## src/rtl/fetch_pkg.sv

```systemverilog
// Shared types and constants for the instruction fetch front end.
// The packet layout is the decode-side contract: pc in the upper word, instruction in the lower.
package fetch_pkg;

  localparam int unsigned INSTR_BYTES      = 4;
  localparam logic [31:0] DEFAULT_RESET_PC = 32'h0000_0000;

  typedef struct packed {
    logic [31:0] pc;
    logic [31:0] instr;
  } fetch_pkt_t;

  // Sequential successor; wraps 32'hFFFF_FFFC -> 0 by plain modular arithmetic.
  function automatic logic [31:0] next_pc(input logic [31:0] pc);
    return pc + 32'(INSTR_BYTES);
  endfunction

endpackage

```

## src/rtl/fetch_fifo.sv

```systemverilog
// Small synchronous FIFO used for both the issued-PC tag queue and the packet queue.
// Flush has priority over push and pop; storage resets so the head reads zero out of reset.
module fetch_fifo #(
  parameter type         T     = logic [31:0],
  parameter int unsigned DEPTH = 2,
  localparam int unsigned PtrW = $clog2(DEPTH),
  localparam int unsigned CntW = $clog2(DEPTH) + 1
) (
  input  logic            clk,
  input  logic            reset,
  input  logic            flush,
  input  logic            push,
  input  T                push_data,
  input  logic            pop,
  output logic [CntW-1:0] count,
  output T                head
);

  T                mem_q [DEPTH];
  logic [PtrW-1:0] wr_ptr_q, wr_ptr_d;
  logic [PtrW-1:0] rd_ptr_q, rd_ptr_d;
  logic [CntW-1:0] count_q, count_d;

  always_comb begin
    wr_ptr_d = wr_ptr_q;
    rd_ptr_d = rd_ptr_q;
    count_d  = count_q;
    if (flush) begin
      wr_ptr_d = '0;
      rd_ptr_d = '0;
      count_d  = '0;
    end else begin
      if (push) wr_ptr_d = wr_ptr_q + PtrW'(1);
      if (pop)  rd_ptr_d = rd_ptr_q + PtrW'(1);
      case ({push, pop})
        2'b10:   count_d = count_q + CntW'(1);
        2'b01:   count_d = count_q - CntW'(1);
        default: count_d = count_q;
      endcase
    end
  end

  always_ff @(posedge clk or negedge reset) begin
    if (!reset) begin
      wr_ptr_q <= '0;
      rd_ptr_q <= '0;
      count_q  <= '0;
      for (int unsigned i = 0; i < DEPTH; i++) mem_q[i] <= '0;
    end else begin
      wr_ptr_q <= wr_ptr_d;
      rd_ptr_q <= rd_ptr_d;
      count_q  <= count_d;
      if (push && !flush) mem_q[wr_ptr_q] <= push_data;
    end
  end

  assign count = count_q;
  assign head  = mem_q[rd_ptr_q];

  a_no_overflow: assert property (@(posedge clk) disable iff (!reset)
    (push && !flush) |-> (count_q < CntW'(DEPTH)) || pop);

  a_no_underflow: assert property (@(posedge clk) disable iff (!reset)
    (pop && !flush) |-> (count_q != '0));

endmodule

```

## src/rtl/fetch_stage.sv

```systemverilog
// Instruction fetch front end: sequential PC generation, in-order imem requests under a credit
// limit, response buffering, and redirect handling that discards stale in-flight responses.
module fetch_stage
  import fetch_pkg::*;
#(
  parameter logic [31:0] RESET_PC   = DEFAULT_RESET_PC,
  parameter int unsigned FIFO_DEPTH = 2
) (
  input  logic        clk,
  input  logic        reset,
  input  logic        redirect_valid,
  input  logic [31:0] redirect_pc,
  output logic        imem_req_valid,
  input  logic        imem_req_ready,
  output logic [31:0] imem_req_addr,
  input  logic        imem_resp_valid,
  input  logic [31:0] imem_resp_data,
  output logic        valid_out,
  input  logic        ready_out,
  output fetch_pkt_t  data_out
);

  localparam int unsigned CntW    = $clog2(FIFO_DEPTH) + 1;
  localparam int unsigned CreditW = CntW + 1;

  logic [31:0]     pc_q, pc_d;
  logic [CntW-1:0] outstanding_q, outstanding_d;
  logic [CntW-1:0] drop_q, drop_d;
  logic            active_q;

  logic [CntW-1:0]    tag_count, pkt_count;
  logic [31:0]        tag_head;
  fetch_pkt_t         pkt_in, pkt_head;
  logic [CreditW-1:0] credit_used;
  logic               req_fire, resp_drop, pkt_push, pkt_pop;

  // Credit counts buffered packets plus requests still in flight, so a response always has room.
  // active_q keeps the request low while reset is asserted without a path from any input.
  assign credit_used    = {1'b0, outstanding_q} + {1'b0, pkt_count};
  assign imem_req_valid = active_q && (credit_used < CreditW'(FIFO_DEPTH));
  assign imem_req_addr  = pc_q;
  assign req_fire       = imem_req_valid && imem_req_ready;

  assign resp_drop = imem_resp_valid && (drop_q != '0);
  assign pkt_push  = imem_resp_valid && !resp_drop && !redirect_valid;
  assign pkt_pop   = valid_out && ready_out;
  assign pkt_in    = '{pc: tag_head, instr: imem_resp_data};

  assign valid_out = (pkt_count != '0);
  assign data_out  = pkt_head;

  always_comb begin
    pc_d = pc_q;
    if (redirect_valid) begin
      pc_d = redirect_pc;
    end else if (req_fire) begin
      pc_d = next_pc(pc_q);
    end
  end

  always_comb begin
    case ({req_fire, imem_resp_valid})
      2'b10:   outstanding_d = outstanding_q + CntW'(1);
      2'b01:   outstanding_d = outstanding_q - CntW'(1);
      default: outstanding_d = outstanding_q;
    endcase
  end

  // On redirect every request issued up to and including this cycle is stale, which is
  // exactly the post-update outstanding count.
  always_comb begin
    drop_d = drop_q;
    if (redirect_valid) begin
      drop_d = outstanding_d;
    end else if (resp_drop) begin
      drop_d = drop_q - CntW'(1);
    end
  end

  always_ff @(posedge clk or negedge reset) begin
    if (!reset) begin
      pc_q          <= RESET_PC;
      outstanding_q <= '0;
      drop_q        <= '0;
      active_q      <= 1'b0;
    end else begin
      pc_q          <= pc_d;
      outstanding_q <= outstanding_d;
      drop_q        <= drop_d;
      active_q      <= 1'b1;
    end
  end

  // Tags are never flushed: stale responses still pop their own tag as they are dropped.
  fetch_fifo #(
    .T     (logic [31:0]),
    .DEPTH (FIFO_DEPTH)
  ) u_tag_fifo (
    .clk       (clk),
    .reset     (reset),
    .flush     (1'b0),
    .push      (req_fire),
    .push_data (pc_q),
    .pop       (imem_resp_valid),
    .count     (tag_count),
    .head      (tag_head)
  );

  fetch_fifo #(
    .T     (fetch_pkt_t),
    .DEPTH (FIFO_DEPTH)
  ) u_pkt_fifo (
    .clk       (clk),
    .reset     (reset),
    .flush     (redirect_valid),
    .push      (pkt_push),
    .push_data (pkt_in),
    .pop       (pkt_pop),
    .count     (pkt_count),
    .head      (pkt_head)
  );

  a_resp_has_owner: assert property (@(posedge clk) disable iff (!reset)
    imem_resp_valid |-> (outstanding_q != '0));

  a_tags_track_outstanding: assert property (@(posedge clk) disable iff (!reset)
    tag_count == outstanding_q);

endmodule

```

## config.mk

```make
export PLATFORM = sky130hd
export DESIGN_NAME = fetch_stage
export DESIGN_NICKNAME = d
export VERILOG_FILES = /design/src/rtl/fetch_pkg.sv /design/src/rtl/fetch_fifo.sv /design/src/rtl/fetch_stage.sv
export SDC_FILE = /design/constraint.sdc
export NUM_CORES = 1
export LEC_CHECK = 0
export CAP_MARGIN = 20
export CORE_MARGIN = 8
export CORE_UTILIZATION = 31
export CTS_CLUSTER_SIZE = 24
export DETAILED_ROUTE_END_ITERATION = 7
export PLACE_DENSITY_LB_ADDON = 0.1
export SLEW_MARGIN = 10
export SYNTH_ARGS = -nofsm -noshare
export SYNTH_HDL_FRONTEND = slang
export SYNTH_SLANG_ARGS = --single-unit
```

## constraint.sdc

```tcl
create_clock -name clk -period 2.79 [get_ports clk]
set_clock_uncertainty 0.1 [all_clocks]
set_input_delay 0.837 -clock clk [delete_from_list [all_inputs] [get_ports clk]]
set_output_delay 0.837 -clock clk [all_outputs]
set_load 0.03 [all_outputs]
```

==> results_dict.tcl, run 1 <==
set metrics [dict create \
    outcome "complete, but fails checks" \
    violations "setup timing" \
    synth.avg_cell_area_um2 12.3 \
    setup-violations-final 9 \
    routed_wl_um 27900 \
    cts_hold_buf 0 \
    ant_nets 0 \
    cts_root_buf "clkbuf_16" \
    final_max_slew_viol_count 0 \
    dieHeight_um 199 \
    via_per_inst 4.75 \
    syn_area_um2 10400 \
    start_util 0.312 \
    antenna_cells 0 \
    hpwlAfterDp_um 18700 \
    syn_nets 920 \
    antenna_found_initial 0 \
    power_leakage_uw 0.00605 \
    powerDensity_nw_per_um2 1060 \
    fp-row-count 67 \
    firstDrtPassIters 4 \
    hold_slack_ns 0.109 \
    core-area_um2 33300 \
    drtIter0Drc 284 \
    avgRoutedWirePerCell_um 18.3 \
    first_global_vias 7259 \
    setup_ws_ns -0.129 \
    synthToLayoutAreaGrowth_pct 34.5 \
    nets 1128 \
    worst_setup_path_end_kind "flop" \
    cp.arrival_ns 3.27 \
    die_w_um 199 \
    place_area_um2 12900 \
    yosysWarnings 0 \
    max_cap_violations 0 \
    grt_pass1_wl_um 43300 \
    cp_slowest_cell "or4_4" \
    worstSetupStartpointType "flop" \
    peakVddDrop_mv 0.474 \
    worstSkewPairLatency_ns 0.53 \
    numCtsBuffers 28 \
    vias 7227 \
    h-tree-depth 1 \
    port_buffers 167 \
    synthCells 846 \
    path_cells "and2_4 > fa_1 > and4bb_2 > inv_4 > or4_4 > buf_6 > or4_1 > a31oi_1" \
    die-area_um2 39600 \
    r2r_cells 8 \
    finalHoldViolCount 0 \
    layout_commonest_cell "dfrtp_1" \
    hp-class "in2async" \
    grt_usage 0.137 \
    crit_path_max_incr_delay_ns 0.53 \
    min_period_ns 2.92 \
    grt_max_degree 63 \
    io_pins 168 \
    synth-seq-area-share 0.566 \
    clock-sinks 235 \
    synth_cell_types 36 \
    min_period_over_period 1.05 \
    final_cell_mix "dfrtp_1, mux2_2, clkdlybuf4s50_1" \
    dp_slack_ns -0.381 \
    place_congestion 0.751 \
    crit_path_max_fanout 8 \
    fillers 3271 \
    clk_pin_slew_ns 0.06 \
    ys_seq_elements 235 \
    cts_buffer_depth 3 \
    cts_tree "built" \
    timing.fmax_mhz 343 \
    rsz0062_at_grt "true" \
    drive_gt1_frac 0.353 \
    critPathKind "reg2reg" \
    required_ns 3.14 \
    overflow 0 \
    drcViolationCount 0 \
    final_util 0.420 \
    final_cell_area_um2 14000 \
]
==> worst paths after layout <==
kind	startpoint	endpoint	slack, ns
hold reg to reg	u_pkt_fifo.mem_q[38]$_DFFE_PN0P_	u_pkt_fifo.mem_q[38]$_DFFE_PN0P_	0.37
setup / recovery	outstanding_q[0]$_DFF_PN0_	imem_req_addr[29]$_DFFE_PN0P_	-0.13
setup reg to reg	outstanding_q[0]$_DFF_PN0_	imem_req_addr[29]$_DFFE_PN0P_	-0.13
max in group asynchronous	reset	u_pkt_fifo.mem_q[60]$_DFFE_PN0P_	1.76
hold / removal	reset	u_pkt_fifo.mem_q[76]$_DFFE_PN0P_	0.11
min in group clk	u_pkt_fifo.mem_q[38]$_DFFE_PN0P_	u_pkt_fifo.mem_q[38]$_DFFE_PN0P_	0.37
==> sequential cells by signal, summed over array words and instances (netlist names) <==
signal and cells:
u_pkt_fifo.mem_q 128, u_pkt_fifo.wr_ptr_q 1, u_tag_fifo.mem_q 64, drop_q 2, u_tag_fifo.rd_ptr_q 1, u_pkt_fifo.count 2, u_tag_fifo.wr_ptr_q 1, outstanding_q 2
active_q 1, imem_req_addr 32, u_pkt_fifo.rd_ptr_q 1
==> layout make-up <==
| cell class | count | area [um^2] | area share |
|---|---|---|---|
| flip-flops and latches | 235 | 5880 | 0.421 |
| repair buffers | 232 | 2250 | 0.161 |
| inverters | 9 | 36.3 | 0.00260 |
| clock inverters | 3 | 42.5 | 0.00305 |
| well taps | 448 | 561 | 0.0401 |
| multi-input cells | 548 | 4310 | 0.308 |
| clock buffers | 48 | 887 | 0.0635 |
==> through the flow <==
step                TNS, ns  power [uW]  std cells
floorplan            -0.412        9190        846
global placement      -3.73       11400       1455
detailed placement    -3.93       11500       1455
CTS                   -1.89       15200       1512
global route          -1.95       15800       1523
finish               -0.543       14800       1523
==> routing by layer <==
metal / part of all wire / global-route usage / up-vias
met5: 0 / 0 / -
met4: 0.012 / 0.0269 / 0
met3: 0.048 / 0.0276 / 26
met2: 0.42 / 0.198 / 161
met1: 0.52 / 0.207 / 3583
li1: - / - / 3457
==> timing repair <==
action / 4_1_cts / 5_1_grt
pin swaps: 9 / 6
endpoints found under the setup margin: 60 / 65
gates cloned: 1 / 3
resized for setup: 181 / 93
setup buffers: 5 / 8
==> cell families (layout without fill, tap and decap cells) <==
kind of cell	count (synthesis)	after routing	share of synthesized area
and+or+nand+nor	178	178	0.0819
other	1	1	0.000361
DFF	235	235	0.566
muxes	225	225	0.240
AOI/OAI and AO/OA	122	122	0.0658
adders and majority gates	4	4	0.00554
xor gates and xnor gates	18	18	0.0152
buffers and inverters	63	292	0.0248
==> cells in the mapped netlist (all sizes together) <==
cell     number  area share
and3          4      0.0024
clkbuf       43       0.016
xnor2         8      0.0067
a2111oi       1     0.00084
nor3b         1     0.00072
nor4bb        1     0.00096
buf          11      0.0058
xor2         10      0.0084
nor4          2      0.0012
and2          2      0.0012
nor3          1     0.00048
or4          20       0.014
nand2b        1     0.00060
o31ai        17       0.012
fa            1      0.0019
conb          1     0.00036
mux2i        34       0.033
inv           9      0.0035
mux2        191        0.21
o21ai        51       0.025
or3           3      0.0018
dfrtp       235        0.57
ha            3      0.0036
a21oi        33       0.016
nand2        60       0.022
nor2         56       0.020
a31oi        19       0.011
and4bb        1      0.0012
and4          2      0.0017
or2           2      0.0012
o211ai        1     0.00072
nand4        12      0.0072
nand3        10      0.0048
==> critical path: cells and delay by family, from the launching register on <==
| kind | cells | cell delay, ns |
|---|---|---|
| compound gates | 1 | 0.18 |
| fa+ha+maj | 1 | 0.47 |
| buf+inv | 2 | 0.20 |
| flops | 1 | 0.38 |
| simple gates | 4 | 1.51 |
==> power breakdown <==
part / internal, uW / switching, uW / leakage, uW
Combinational: 2640 / 3040 / 0.00273
Clock: 2230 / 1400 / 0.000452
Sequential: 4770 / 749 / 0.00287
Power figures use the tool's default switching activity.
==> inputs of run 2 (changes only) <==
PLACE_DENSITY_LB_ADDON = unset   (was 0.1)
REMOVE_ABC_BUFFERS = 1   (was unset)
==> results_dict.tcl, run 2 (synthesized netlist as in run 1, its figures left out) <==
set metrics [dict create \
    rsz0062_at_grt "true" \
    setup_ws_ns -0.111 \
    layout_commonest_cell "dfrtp_1" \
    required_ns 1.85 \
    cp.arrival_ns 1.96 \
    powerDensity_nw_per_um2 1050 \
    grt_usage 0.139 \
    critPathTopFamily "adder cells" \
    relSlewSlack 0.595 \
    outcome "complete, but fails checks" \
    worstSkewPairLatency_ns 0.54 \
    dieHeight_um 199 \
    nets 1130 \
    final_max_slew_viol_count 0 \
    place_congestion 0.743 \
    hp-class "in2async" \
    io_pins 168 \
    die-area_um2 39600 \
    final_cells 1523 \
    ff_latch_area_um2 5890 \
    power_leakage_uw 0.00612 \
    multi_input_area_um2 4310 \
    regMostFlops "u_pkt_fifo.mem_q" \
    timing.fmax_mhz 345 \
    min_period_over_period 1.04 \
    numCtsBuffers 27 \
    synthToLayoutAreaGrowth_pct 36.6 \
    violations "setup timing" \
    critical_path_buf_inv_count 2 \
    peakVddDrop_mv 0.482 \
    cts_buffer_depth 3 \
    largest_reg_flops 128 \
    p_int_uw 9780 \
    clock-sinks 235 \
    cts_tree "built" \
    crit_path_max_incr_delay_ns 0.47 \
    first_global_vias 7676 \
    drcViolationCount 0 \
    hold_slack_ns 0.183 \
    port_buffers 167 \
    vias 7279 \
    min_period_ns 2.90 \
    overflow 0 \
    drive_gt1_frac 0.357 \
    seqPwrFrac 0.373 \
    max_cap_violations 0 \
    critPathKind "reg2out" \
    swShare 0.345 \
    hpwlAfterDp_um 19100 \
    worstSetupStartpointType "flop" \
    final_cell_mix "dfrtp_1, mux2_2, clkdlybuf4s50_1" \
    die_w_um 199 \
    via_per_inst 4.78 \
    pwr-share-clk 0.232 \
    antenna_found_initial 1 \
    setup-violations-final 61 \
    routed_wl_um 27700 \
    ant_nets 0 \
    worst_setup_path_end_kind "output pin" \
    place_inst 1459 \
    start_util 0.312 \
    drtIter0Drc 335 \
    power.share.combinational 0.396 \
    h-tree-depth 1 \
    cp_slowest_cell "fa_1" \
    p_switching_uw 5140 \
    crit_path_max_fanout 2 \
    grt_pass1_wl_um 43300 \
    core-area_um2 33300 \
    finalHoldViolCount 0 \
    grt_max_degree 68 \
    clk_pin_slew_ns 0.06 \
    avgRoutedWirePerCell_um 18.2 \
    antenna_cells 0 \
    firstDrtPassIters 5 \
    fp-row-count 67 \
    path_cells "and2_4 > fa_1 > nor3b_2 > buf_4 > buf_12" \
    fillers 3141 \
    tightest_slew_ns 0.608 \
    cts_root_buf "clkbuf_16" \
]
run 2: cell count changes in the layout (fill, tap and decap cells not counted), moves of 3 or more:
| cell | before | now |
|---|---|---|
| buf_16 | 0 | 4 |
| buf_6 | 12 | 43 |
| clkdlybuf4s15_2 | 6 | 1 |
| clkbuf_1 | 10 | 7 |
| buf_2 | 37 | 21 |
| clkbuf_2 | 3 | 0 |
| buf_12 | 16 | 19 |
| clkbuf_16 | 32 | 29 |
| buf_4 | 50 | 40 |
run 2: area by class of cell:
| class | instances | area share |
|---|---|---|
| timing repair buffer | 235 | 0.178 |
| clock buffer | 42 | 0.0573 |
| inverter | 9 | 0.00256 |
| clock inverter | 6 | 0.00432 |
| multi-input combinational | 548 | 0.304 |
| tap | 448 | 0.0395 |
| sequential | 235 | 0.415 |
run 2: path summary, 6_finish.rpt:
path	start	to	slack, ns	depth (start not counted)
max	outstanding_q[0]$_DFF_PN0_	imem_req_valid	-0.11	5
min	reset	u_pkt_fifo.mem_q[57]$_DFFE_PN0P_	0.18	1
max reg2reg	outstanding_q[0]$_DFF_PN0_	imem_req_addr[19]$_DFFE_PN0P_	-0.09	9
min reg2reg	u_pkt_fifo.mem_q[41]$_DFFE_PN0P_	u_pkt_fifo.mem_q[41]$_DFFE_PN0P_	0.37	2
max in group asynchronous	reset	u_pkt_fifo.mem_q[26]$_DFFE_PN0P_	1.76	2
min in group clk	u_pkt_fifo.mem_q[41]$_DFFE_PN0P_	u_pkt_fifo.mem_q[41]$_DFFE_PN0P_	0.37	2
run 2: what timing repair did:
action | in CTS | in global routing
hold endpoints to repair | 0 | 0
hold buffers | 0 | 0
cloned | 4 | 2
resized for setup | 269 | 77
setup endpoints to repair | 73 | 69
buffers inserted | 8 | 3
pin swaps | 13 | 9
run 2: routing by layer:
layer,vias to the layer above,track usage,share of wire
met1,3652,0.183,0.46
met3,39,0.0272,0.048
li1,3447,-,-
met4,2,0.0398,0.020
met2,139,0.229,0.47
met5,-,0,0.00047
run 2: per-stage QoR:
stage / TNS, ns / instance area (um^2) / setup slack [ns] / util / power, uW
floorplan: -442.06 / 10200 / -4.45 / - / 9200
global placement: -4.22 / 13000 / -0.385 / 0.390 / 11300
finish: -3.20 / 14200 / -0.111 / 0.426 / 14900
detailed placement: -4.71 / 13000 / -0.407 / 0.390 / 11400
CTS: -6.43 / 14100 / -0.168 / 0.424 / 15100
global route: -6.79 / 14200 / -0.184 / 0.426 / 15800
run 2: power by group through the flow:
stage | combinational [uW] | clock [uW] | sequential (uW)
after floorplan | 3650 | 0 | 5540
after global routing | 6370 | 3710 | 5760
final | 5900 | 3450 | 5560
after global placement | 5730 | 0 | 5550
after detailed placement | 5810 | 0 | 5630
after CTS | 5970 | 3570 | 5570
==> inputs of run 3 (changes only) <==
CORE_UTILIZATION = 49   (was 31)
HOLD_SLACK_MARGIN = 0.08   (was unset)
PLACE_DENSITY = 0.77   (was unset)
==> results_dict.tcl, run 3 (synthesized netlist as in run 1, its figures left out) <==
set metrics [dict create \
    critPathTopFamily "buffers and inverters" \
    path_cells "buf_4 > buf_4 > buf_12 > mux2_2 > buf_2" \
    dieHeight_um 162 \
    worst_setup_path_end_kind "output pin" \
    die_w_um 162 \
    place_congestion 0.786 \
    largest_reg_flops 128 \
    via_per_inst 5.42 \
    cts_tree "built" \
    final_cells 1343 \
    clk_pin_slew_ns 0.06 \
    grt_usage 0.192 \
    worstSetupStartpointType "flop" \
    final_cell_area_um2 13600 \
    port_buffers 167 \
    use_met2 0.325 \
    setup_ws_ns -0.0845 \
    grt_pass1_wl_um 41300 \
    final_util 0.652 \
    outcome "complete, but fails checks" \
    cp_slowest_cell "dfrtp_4" \
    avgRoutedWirePerCell_um 19.3 \
    relSlewSlack 0.574 \
    powerDensity_nw_per_um2 1050 \
    min_period_over_period 1.03 \
    grt_max_degree 55 \
    synthToLayoutAreaGrowth_pct 31.1 \
    finalHoldViolCount 0 \
    die-area_um2 26100 \
    clock-sinks 235 \
    cp.arrival_ns 1.94 \
    vias 7279 \
    regMostFlops "u_pkt_fifo.mem_q" \
    r2r_cells 8 \
    drive_gt1_frac 0.351 \
    numCtsBuffers 25 \
    ant_nets 0 \
    routed_wl_um 25900 \
    min_period_ns 2.87 \
    place_area_um2 12700 \
    fin_total_pwr_uw 14300 \
    tightest_slew_ns 0.639 \
    cts_hold_buf 0 \
    grtUsageMet1 0.248 \
    cp_num_cells 5 \
    peakVddDrop_mv 0.582 \
    hpwlAfterDp_um 16900 \
    violations "setup timing" \
    antenna_cells 0 \
    grtUsageMet3 0.0428 \
    critPathKind "reg2out" \
    dp_slack_ns -0.373 \
    drcViolationCount 0 \
    crit_path_max_fanout 11 \
    crit_path_max_incr_delay_ns 0.51 \
    place_inst 1281 \
    h-tree-depth 1 \
    firstDrtPassIters 4 \
    final_cell_mix "dfrtp_1, mux2_2, clkdlybuf4s50_1" \
    required_ns 1.85 \
    antenna_found_initial 0 \
    nets 1127 \
    hp-class "in2async" \
    max_cap_violations 0 \
    final_max_slew_viol_count 0 \
    core-area_um2 20900 \
    fp-row-count 53 \
    grt-busiest-layer "met2" \
    worstSkewPairLatency_ns 0.51 \
    start_util 0.497 \
    cts_buffer_depth 3 \
    io_pins 168 \
    overflow 0 \
    power_leakage_uw 0.00596 \
    setup-violations-final 47 \
    first_global_vias 7709 \
    critical_path_buf_inv_count 4 \
    rsz0062_at_grt "true" \
    layout_commonest_cell "dfrtp_1" \
    cts_root_buf "clkbuf_16" \
    drtIter0Drc 378 \
    cp_common_cell "buf_4" \
    timing.fmax_mhz 348 \
]
run 3: power breakdown:
group / leakage [uW] / total, uW / internal (uW) / switching [uW]
Clock: 0.000386 / 3120 / 1830 / 1290
Sequential: 0.00286 / 5620 / 4780 / 840
Combinational: 0.00271 / 5560 / 2660 / 2890
run 3: path summary, 6_finish.rpt:
| check | to | start | slack [ns] |
|---|---|---|---|
| min in group clk | u_pkt_fifo.mem_q[44]$_DFFE_PN0P_ | u_pkt_fifo.mem_q[44]$_DFFE_PN0P_ | 0.37 |
| setup reg to reg | imem_req_addr[23]$_DFFE_PN0P_ | u_pkt_fifo.count[0]$_DFFE_PN0P_ | -0.08 |
| max in group asynchronous | u_pkt_fifo.mem_q[42]$_DFFE_PN0P_ | reset | 1.80 |
| setup / recovery | data_out[4] | u_pkt_fifo.rd_ptr_q$_DFFE_PN0P_ | -0.08 |
| hold / removal | u_pkt_fifo.mem_q[54]$_DFFE_PN0P_ | reset | 0.15 |
| hold reg to reg | u_pkt_fifo.mem_q[44]$_DFFE_PN0P_ | u_pkt_fifo.mem_q[44]$_DFFE_PN0P_ | 0.37 |
run 3: worst reg2reg max path, cell delays in order, from the launching register on:
cell and delay [ns]:
dfrtp_1 0.37, and2_4 0.16, fa_1 0.48, and4bb_2 0.36
inv_4 0.04, or4_4 0.56, buf_6 0.16, or4_1 0.40
a31oi_1 0.17
run 3: cell type report:
cell class	instances	area [um^2]
inverters	9	36.3
clock inverters	5	31.3
well taps	275	344
clock buffers	37	741
flip-flops and latches	235	5890
fillers	1651	7280
repair buffers	234	2280
multi-input cells	548	4290
run 3: layer usage:
layer | routed length [um] | share of wire | vias to the layer above
met1 | 11300 | 0.44 | 3636
met5 | 0 | 0 | -
met4 | 566 | 0.022 | 0
met3 | 1410 | 0.055 | 41
met2 | 12600 | 0.49 | 167
li1 | - | - | 3435
run 3: stage by stage:
step / setup TNS, ns / hold slack [ns]
finish: -2.31 / 0.147
floorplan: -442.06 / 0.344
CTS: -0.676 / 0.136
detailed placement: -4.07 / 0.365
global route: -4.91 / 0.163
global placement: -3.58 / 0.355
run 3: repair_timing:
action | CTS | global route
pin swaps | 7 | 12
gates resized for setup | 176 | 108
cloned | 3 | 6
setup buffers | 2 | 9
endpoints found under the setup margin | 63 | 62
